File: src/rtl/dsp48a1_pkg.sv
// Shared constants for the DSP48A1 slice: datapath width, OPMODE bit
// positions and the CARRYINSEL selector values.
package dsp48a1_pkg;

    localparam int WIDTH_P = 48;

    localparam int OPM_SUB = 7;
    localparam int OPM_CIN = 5;

    // Both selector strings are seven characters, so they compare at equal width.
    localparam CINSEL_OPMODE5 = "OPMODE5";
    localparam CINSEL_CARRYIN = "CARRYIN";

endpackage

File: src/rtl/dsp_post_adder_if.sv
// Operand, control and result bundle of the post-adder stage, plus the
// carry-in register value exposed for observation.
interface dsp_post_adder_if
    import dsp48a1_pkg::*;
#(
    parameter int WIDTH = WIDTH_P
);
    // No valid/ready: every cycle's operands are consumed; CEP/CECARRYIN gate capture.
    logic             CEP;
    logic             CECARRYIN;
    logic [WIDTH-1:0] x;
    logic [WIDTH-1:0] z;
    logic             opmode7;
    logic             opmode5;
    logic             CARRYIN;
    logic [WIDTH-1:0] P;
    logic [WIDTH-1:0] PCOUT;
    logic             CARRYOUT;
    logic             CARRYOUTF;
    logic             cyi;

    modport master (
        output CEP, CECARRYIN, x, z, opmode7, opmode5, CARRYIN,
        input  P, PCOUT, CARRYOUT, CARRYOUTF, cyi
    );

    modport slave (
        input  CEP, CECARRYIN, x, z, opmode7, opmode5, CARRYIN,
        output P, PCOUT, CARRYOUT, CARRYOUTF, cyi
    );

endinterface

File: src/rtl/reg_mux.sv
// Optional pipeline register with synchronous reset and clock enable;
// with REG = 0 the output follows the input combinationally.
module reg_mux #(
    parameter int WIDTH = 1,
    parameter int REG   = 1
) (
    input  logic             CLK,
    input  logic             RSTP,
    input  logic             ce,
    input  logic [WIDTH-1:0] d,
    output logic [WIDTH-1:0] q
);

    generate
        if (REG == 1) begin : g_reg
            logic [WIDTH-1:0] q_r;

            // Reset outranks the enable.
            always_ff @(posedge CLK) begin
                if (RSTP) begin
                    q_r <= '0;
                end else if (ce) begin
                    q_r <= d;
                end
            end

            assign q = q_r;
        end else begin : g_bypass
            logic unused_ctrl;

            assign unused_ctrl = &{1'b0, CLK, RSTP, ce};
            assign q           = d;
        end
    endgenerate

endmodule

File: src/rtl/dsp_post_adder.sv
// Post-adder/subtracter and output register stage: P = Z +/- (X + CIN),
// with the carry or borrow registered alongside P as CARRYOUT.
module dsp_post_adder
    import dsp48a1_pkg::*;
#(
    parameter int WIDTH       = WIDTH_P,
    parameter int CARRYINREG  = 1,
    parameter int PREG        = 1,
    parameter int CARRYOUTREG = 1,
    parameter     CARRYINSEL  = CINSEL_OPMODE5
) (
    input logic               CLK,
    input logic               RSTP,
    dsp_post_adder_if.slave   io
);

    logic             cin_src;
    logic             cin;
    logic [WIDTH:0]   addend;
    logic [WIDTH:0]   r;
    logic             unused_cin_src;

    generate
        if (CARRYINSEL == CINSEL_CARRYIN) begin : g_cin_carryin
            assign cin_src = io.CARRYIN;
        end else if (CARRYINSEL == CINSEL_OPMODE5) begin : g_cin_opmode5
            assign cin_src = io.opmode5;
        end else begin : g_cin_bad
            $fatal(1, "dsp_post_adder: CARRYINSEL must be \"OPMODE5\" or \"CARRYIN\"");
            assign cin_src = 1'b0;
        end
    endgenerate

    // Only one of the two carry sources is used in any configuration.
    assign unused_cin_src = io.opmode5 ^ io.CARRYIN;

    reg_mux #(.WIDTH(1), .REG(CARRYINREG)) u_cyi (
        .CLK  (CLK),
        .RSTP (RSTP),
        .ce   (io.CECARRYIN),
        .d    (cin_src),
        .q    (cin)
    );

    // The addend is one bit wider than x so x = all-ones with cin = 1 cannot
    // wrap; the top bit of r is then the carry on add and the borrow on subtract.
    always_comb begin
        addend = {1'b0, io.x} + {{WIDTH{1'b0}}, cin};
        r      = '0;
        if (io.opmode7) begin
            r = {1'b0, io.z} - addend;
        end else begin
            r = {1'b0, io.z} + addend;
        end
    end

    reg_mux #(.WIDTH(WIDTH), .REG(PREG)) u_p (
        .CLK  (CLK),
        .RSTP (RSTP),
        .ce   (io.CEP),
        .d    (r[WIDTH-1:0]),
        .q    (io.P)
    );

    reg_mux #(.WIDTH(1), .REG(CARRYOUTREG)) u_carryout (
        .CLK  (CLK),
        .RSTP (RSTP),
        .ce   (io.CEP),
        .d    (r[WIDTH]),
        .q    (io.CARRYOUT)
    );

    assign io.PCOUT     = io.P;
    assign io.CARRYOUTF = io.CARRYOUT;
    assign io.cyi       = cin;

endmodule

File: src/flat_wrapper.sv
// flat-port wrapper written by rule: the top's interface ports become plain ports
module dsp_post_adder_flat import dsp48a1_pkg::*;
#(
    parameter int WIDTH       = WIDTH_P,
    parameter int CARRYINREG  = 1,
    parameter int PREG        = 1,
    parameter int CARRYOUTREG = 1,
    parameter     CARRYINSEL  = CINSEL_OPMODE5
)
  (CLK, RSTP, io_CEP, io_CECARRYIN, io_x, io_z, io_opmode7, io_opmode5, io_CARRYIN, io_P, io_PCOUT, io_CARRYOUT, io_CARRYOUTF, io_cyi);
  dsp_post_adder_if #(.WIDTH(WIDTH)) io_i ();
  input logic CLK;
  input logic RSTP;
  input wire logic [$bits(io_i.CEP)-1:0] io_CEP;
  input wire logic [$bits(io_i.CECARRYIN)-1:0] io_CECARRYIN;
  input wire logic [$bits(io_i.x)-1:0] io_x;
  input wire logic [$bits(io_i.z)-1:0] io_z;
  input wire logic [$bits(io_i.opmode7)-1:0] io_opmode7;
  input wire logic [$bits(io_i.opmode5)-1:0] io_opmode5;
  input wire logic [$bits(io_i.CARRYIN)-1:0] io_CARRYIN;
  output wire logic [$bits(io_i.P)-1:0] io_P;
  output wire logic [$bits(io_i.PCOUT)-1:0] io_PCOUT;
  output wire logic [$bits(io_i.CARRYOUT)-1:0] io_CARRYOUT;
  output wire logic [$bits(io_i.CARRYOUTF)-1:0] io_CARRYOUTF;
  output wire logic [$bits(io_i.cyi)-1:0] io_cyi;
  assign io_i.CEP = io_CEP;
  assign io_i.CECARRYIN = io_CECARRYIN;
  assign io_i.x = io_x;
  assign io_i.z = io_z;
  assign io_i.opmode7 = io_opmode7;
  assign io_i.opmode5 = io_opmode5;
  assign io_i.CARRYIN = io_CARRYIN;
  assign io_P = io_i.P;
  assign io_PCOUT = io_i.PCOUT;
  assign io_CARRYOUT = io_i.CARRYOUT;
  assign io_CARRYOUTF = io_i.CARRYOUTF;
  assign io_cyi = io_i.cyi;
  dsp_post_adder #(.WIDTH(WIDTH), .CARRYINREG(CARRYINREG), .PREG(PREG), .CARRYOUTREG(CARRYOUTREG), .CARRYINSEL(CARRYINSEL)) u_core (.CLK(CLK), .RSTP(RSTP), .io(io_i));
endmodule
File: config.mk
export PLATFORM = sky130hd
export DESIGN_NAME = dsp_post_adder_flat
export DESIGN_NICKNAME = d
export VERILOG_FILES = /design/src/rtl/dsp48a1_pkg.sv /design/src/rtl/dsp_post_adder_if.sv /design/src/rtl/reg_mux.sv /design/src/rtl/dsp_post_adder.sv /design/src/flat_wrapper.sv
export SDC_FILE = /design/constraint.sdc
export NUM_CORES = 1
export LEC_CHECK = 0
export CORE_ASPECT_RATIO = 1.4
export CORE_MARGIN = 2
export CORE_UTILIZATION = 46
export DETAILED_ROUTE_END_ITERATION = 10
export PLACE_DENSITY = 0.88
export SLEW_MARGIN = 10
export SYNTH_ARGS = -nofsm -noshare
export SYNTH_HDL_FRONTEND = slang
export SYNTH_SLANG_ARGS = --single-unit
File: constraint.sdc
create_clock -name CLK -period 6.9 [get_ports CLK]
set_input_delay 2.07 -clock CLK [delete_from_list [all_inputs] [get_ports CLK]]
set_output_delay 2.07 -clock CLK [all_outputs]
set_load 0.05 [all_outputs]
### Word level (Yosys, flattened, before mapping)

Index checks and enable logic that the tools add are counted.

| word-level totals | value |
|---|---|
| logic and storage cells | 7 |
| bits in registers | 50 |

| operators by class | value |
|---|---|
| multiplexer cells | 1 |
| add/sub/neg operators | 3 |

Operator list:

| operator | number |
|---|---|
| $add A48 B1 Y49 | 1 |
| $add A48 B49 Y49 | 1 |
| $mux W49 | 1 |
| $sub A48 B49 Y49 | 1 |

### Depth between registers and ports, before layout

| logic depth | value |
|---|---|
| depth in word-level cells | 3 |
| mapped depth | 25 |

### Cells and area by module

A second synthesis with hierarchy kept.

| unflattened totals | value |
|---|---|
| cells, all modules | 1049 |
| area total of the unflattened synthesis | 7845.0 µm² |

By module, submodules not included:

| module | sequential area each (µm²) | cells each | instances | area each (µm²) |
|---|---|---|---|---|
| dsp_post_adder | 0.0 | 888 | 1 | 6048.3 |
| reg_mux (u_core.u_p) | 960.9 | 155 | 1 | 1729.2 |
| reg_mux (u_core.u_carryout ...) | 20.0 | 3 | 2 | 33.8 |

### Worst setup path before layout

Ideal clock, no wire load.

| path | value |
|---|---|
| path kind | input to register |
| start | input io_x[0] |
| end | register u_core.u_p.g_reg.q_r[45], in the netlist u_core.u_p.q[45] |
| arrival | 7.086 ns |
| library setup time | 0.122 ns |
| slack | -0.308 ns |
| stages on the path | 24 |
| cells stage by stage | ha_1 ha_1 nand3_1 nor4_1 nand4_1 xor2_1 nand2_1 or3_1 buf_2 nor4b_1 nor2_1 xor2_1 ha_1 clkbuf_1 nand4_1 nor2_1 a211oi_1 or3_1 nor2_1 o21ai_0 a21oi_1 o31ai_1 mux2_2 a311o_1 |

| on the way | value |
|---|---|
| longest elaborated chain between the ends | 3 |
| elaborated cells between the ends (all ways) | 4 |
| those cells by class | add/sub (3); mux (1) |

RTL lines:

| element | line | source |
|---|---|---|
| start: declaration | flat_wrapper.sv:16 | `input wire logic [$bits(io_i.x)-1:0] io_x;` |
| $add A48 B1 Y49 * | dsp_post_adder.sv:48 | `addend = {1'b0, io.x} + {{WIDTH{1'b0}}, cin};` |
| $add A48 B49 Y49 or $sub A48 B49 Y49 (tied branches) | dsp_post_adder.sv:53, dsp_post_adder.sv:51 |  |
| $mux W49 * | dsp_post_adder.sv:50 | `if (io.opmode7) begin` |
| end signal: assignment | reg_mux.sv:21 | `q_r <= '0;` |
| end signal: assignment | reg_mux.sv:23 | `q_r <= d;` |
| end: declaration | reg_mux.sv:16 | `logic [WIDTH-1:0] q_r;` |

Mark *: on every way between the ends. The rest lies on a longest branch, timed or not.
A chain may end at the register's enable or synchronous reset.

### Final worst setup path

| path | value |
|---|---|
| start | input io_x[7] |
| end | register u_core.u_p.g_reg.q_r[45], in the netlist u_core.u_p.q[45] |

The elaborated chain is that of the path after synthesis.

==> results.toml <==
[sta]
maxSlewHeadroom = 0.3530
finalCriticalPeriod_ps = 6911
tns_ps = -11.35
tightest_slew_ps = 970.5
worst_slack_ps = -11.35
hold_ws_ps = 485.5
fin_crit_sh = 1.002
finalClockSkew_ps = 8.095
setup_viol = 1
final-max-slew-violation-count = 0
finalHoldViolCount = 0
timing.fmax_mhz = 144.7

[routing]
wirelength_mm = 28.05
wire_per_inst_um = 17.26
drtIter0Drc = 663
postRouteAntennaNets = 0
viasPerCell = 5.892
drcViolationCount = 0
vias = 9575
dr.pass1.iters = 5

[run_status]
status = "finished, violations left"
violations = "negative setup slack"

[yosys]
synth-edff-count = 0
avgSynthCellArea_sq_um = 7.144
synth_top_family_by_area = "simple AND/OR/NAND/NOR gates"
synth_area_leader_cell = "dfxtp_1"
yosysWarnings = 0
synth-compound-area-share = 0.2326
netlist_top_cells_area = "dfxtp_1 (13%), ha_1 (8.7%), xnor2_1 (8.2%)"
synth_top_area_share = 0.1343
synth_cell_types = 70
synth.top_cells.by_count = "nor2_1 (99), nand2_1 (88), a21oi_1 (76)"
ys_seq_elements = 50
muxShareOfSynthArea = 0.03963
post-synth-top-count-cell = "nor2_1"
yosysSeqAreaShare = 0.1343
synth-simple-area-share = 0.2662
synth_fa_ha_area_frac = 0.09001
syn_area_sq_um = 7451
synth-xor-area-share = 0.1458
synthArstFlopShare = 0
syn_nets = 1199
synthFlopType = "dfxtp_1"
synthCells = 1043

[finish]
finalNetCount = 1576
seq_area_sq_um = 1001
drive_above_1_share = 0.2491
fill_cells = 1131
post-route-util = 0.7319
area_growth_pct = 57.50
multi_input_area_sq_um = 6168
final_area_sq_um = 11740

[critical_path]
required_ps = 7080
critPathKind = "in -> reg"
arrival_ps = 7100
setup.worst_path.start = "io_x[7]"
crit_fanout = 4
cpPeakStageDelay_ps = 560
r2r-start = "u_core.u_cyi.q"
crit_chain = "dlygate4sd2_1 -> nand4_4 -> or3_4 -> or4_4 -> a21oi_4 -> o21ai_2 -> or3_4 -> nor4b_4 -> nor2_1 -> xor2_1 -> ha_1 -> nand4_1 -> nor2_1 -> a211oi_1 -> or3_1 -> nor2_1 -> o21ai_2 -> a21oi_2 -> o31ai_4 -> mux2_4 -> a311o_1"
path_common_cell = "nor2_1"
critical_path.top_delay_family = "simple AND/OR/NAND/NOR gates"
end_kind = "register"
cp_slowest_cell = "or4_4"
critical_path_buf_inv_count = 1
critPathLaunchType = "input port"

[clocking]
clock_path_buffers = 2
htree_levels = 2
cts.clk_slew.worst_paths_ps = 70
cts_buffers = 5
cts_sinks = 50
cts-root-buf = "clkbuf_16"
clk-insertion-delay-late_ps = 290
cts_tree = "built"

[floorplanning]
start_util = 0.4647
die_height_um = 154.6
rows = 55
dieArea_sq_um = 17250
pin_count = 202
core_sq_um = 16030
chipWidth_um = 111.6

[placement]
gp_congestion = 0.9393
portBuffers = 200
place_area_sq_um = 11110
hpwl_mm = 21.74

[pwr]
ir_drop_mv = 0.2837
total_power_w = 0.001947
powerDensity_nw_per_um2 = 165.9
p_leak_nw = 5.018

[global_route]
grt_usage = 0.2885
grt_pass1_wl_mm = 41.70
grt_max_degree = 57
grt_pass1_vias = 9009
overflow = 0
grt_antenna_before_repair = 5

[run]
cap_violations = 0

[hold_path]
min-delay-path-class = "reg -> reg"
min_from = "u_core.u_p.q[34]"
cell families after synthesis:
| family | count (synthesis) |
|---|---|
| flip-flops | 50 |
| adder cells (fa/ha/maj) | 53 |
| AND/OR/NAND/NOR | 393 |
| multiplexers | 29 |
| buffers and inverters | 127 |
| AO/OA/AOI/OAI | 267 |
| XOR/XNOR | 124 |
cell type report:
type,count,share of cell area
Tap cell,199,0.02122
Clock buffer,6,0.01098
Timing Repair Buffer,468,0.3433
Clock inverter,2,0.003199
Sequential cell,50,0.08530
Inverter,29,0.009276
Antenna cell,5,0.001066
Multi-Input combinational cell,866,0.5256
cell usage in the layout, fill, tap and decap left out, types with 7 or more instances in the layout:
cell type        instances
ha_1                    49
nand3_1                 44
nor2b_1                 10
nand4_1                 23
o21bai_1                 7
dlymetal6s2s_1           9
a21oi_2                  9
nand2_1                 86
buf_4                  266
o21ai_0                 40
a21oi_1                 66
a211oi_1                14
o21a_1                  11
nand2b_1                 9
dfxtp_1                 50
a21o_1                  26
inv_1                   29
mux2i_1                 25
clkdlybuf4s50_1        183
a31oi_1                 22
nor2_1                  97
nor3_1                  28
or3_1                   11
xor2_1                  53
and3_1                  12
xnor2_1                 70
registers in the layout, summed over array words and instances (netlist names):
signal,count
u_core.u_cyi.q,1
u_core.u_p.q,48
u_core.u_carryout.q,1
worst register-to-register path, cell delays in order, from the launching register on:
cell      delay [ps]
dfxtp_1          490
ha_2             260
ha_4             150
buf_8            140
and2_1           160
a21oi_1           90
o32ai_2          360
and3_4           250
and3b_2          250
nand3_1          110
buf_4            170
nor4b_4          280
nor2_1            90
xor2_1           170
ha_1             380
nand4_1          110
nor2_1           110
a211oi_1          80
or3_1            430
nor2_1           240
o21ai_2          120
a21oi_2          240
o31ai_4           80
mux2_4           300
a311o_1          310
final timing paths:
path,endpoint,slack (ps),depth (start not counted)
worst max register to register,u_core.u_p.q[45],1410,24
worst min-delay path,u_core.u_p.q[34],490,2
worst min register to register,u_core.u_p.q[34],490,2
worst max-delay path,u_core.u_p.q[45],-10,21
timing repair:
| action | in CTS | in global routing |
|---|---|---|
| resized for setup | 37 | 66 |
| hold buffers | 0 | 0 |
| endpoints found under the setup margin | 16 | 13 |
| buffers inserted | 6 | 3 |
| pin swaps | 14 | 34 |
metrics by stage:
step / setup WS, ps / cells
finish: -11.35 / 1625
global route: -124.1 / 1625
CTS: 5.109 / 1617
detailed placement: -883.7 / 1603
global placement: -607.1 / 1603
floorplan: 11.02 / 1043
routing by layer:
| layer | routed length, um | up-vias | global-route usage |
|---|---|---|---|
| li1 | - | 4506 | - |
| met5 | 0 | - | 0 |
| met4 | 1505 | 0 | 0.1664 |
| met3 | 1748 | 117 | 0.02429 |
| met2 | 14170 | 517 | 0.5334 |
| met1 | 10620 | 4435 | 0.3215 |
power breakdown:
part | leakage, nW | internal (W) | switching [W] | total, W
Combinational | 4.53 | 0.000554 | 0.000750 | 0.00130
Sequential | 0.413 | 0.000331 | 0.0000353 | 0.000366
Clock | 0.0771 | 0.000171 | 0.000106 | 0.000277
Total | 5.02 | 0.00106 | 0.000891 | 0.00195
(Power assumes the default switching activity.)
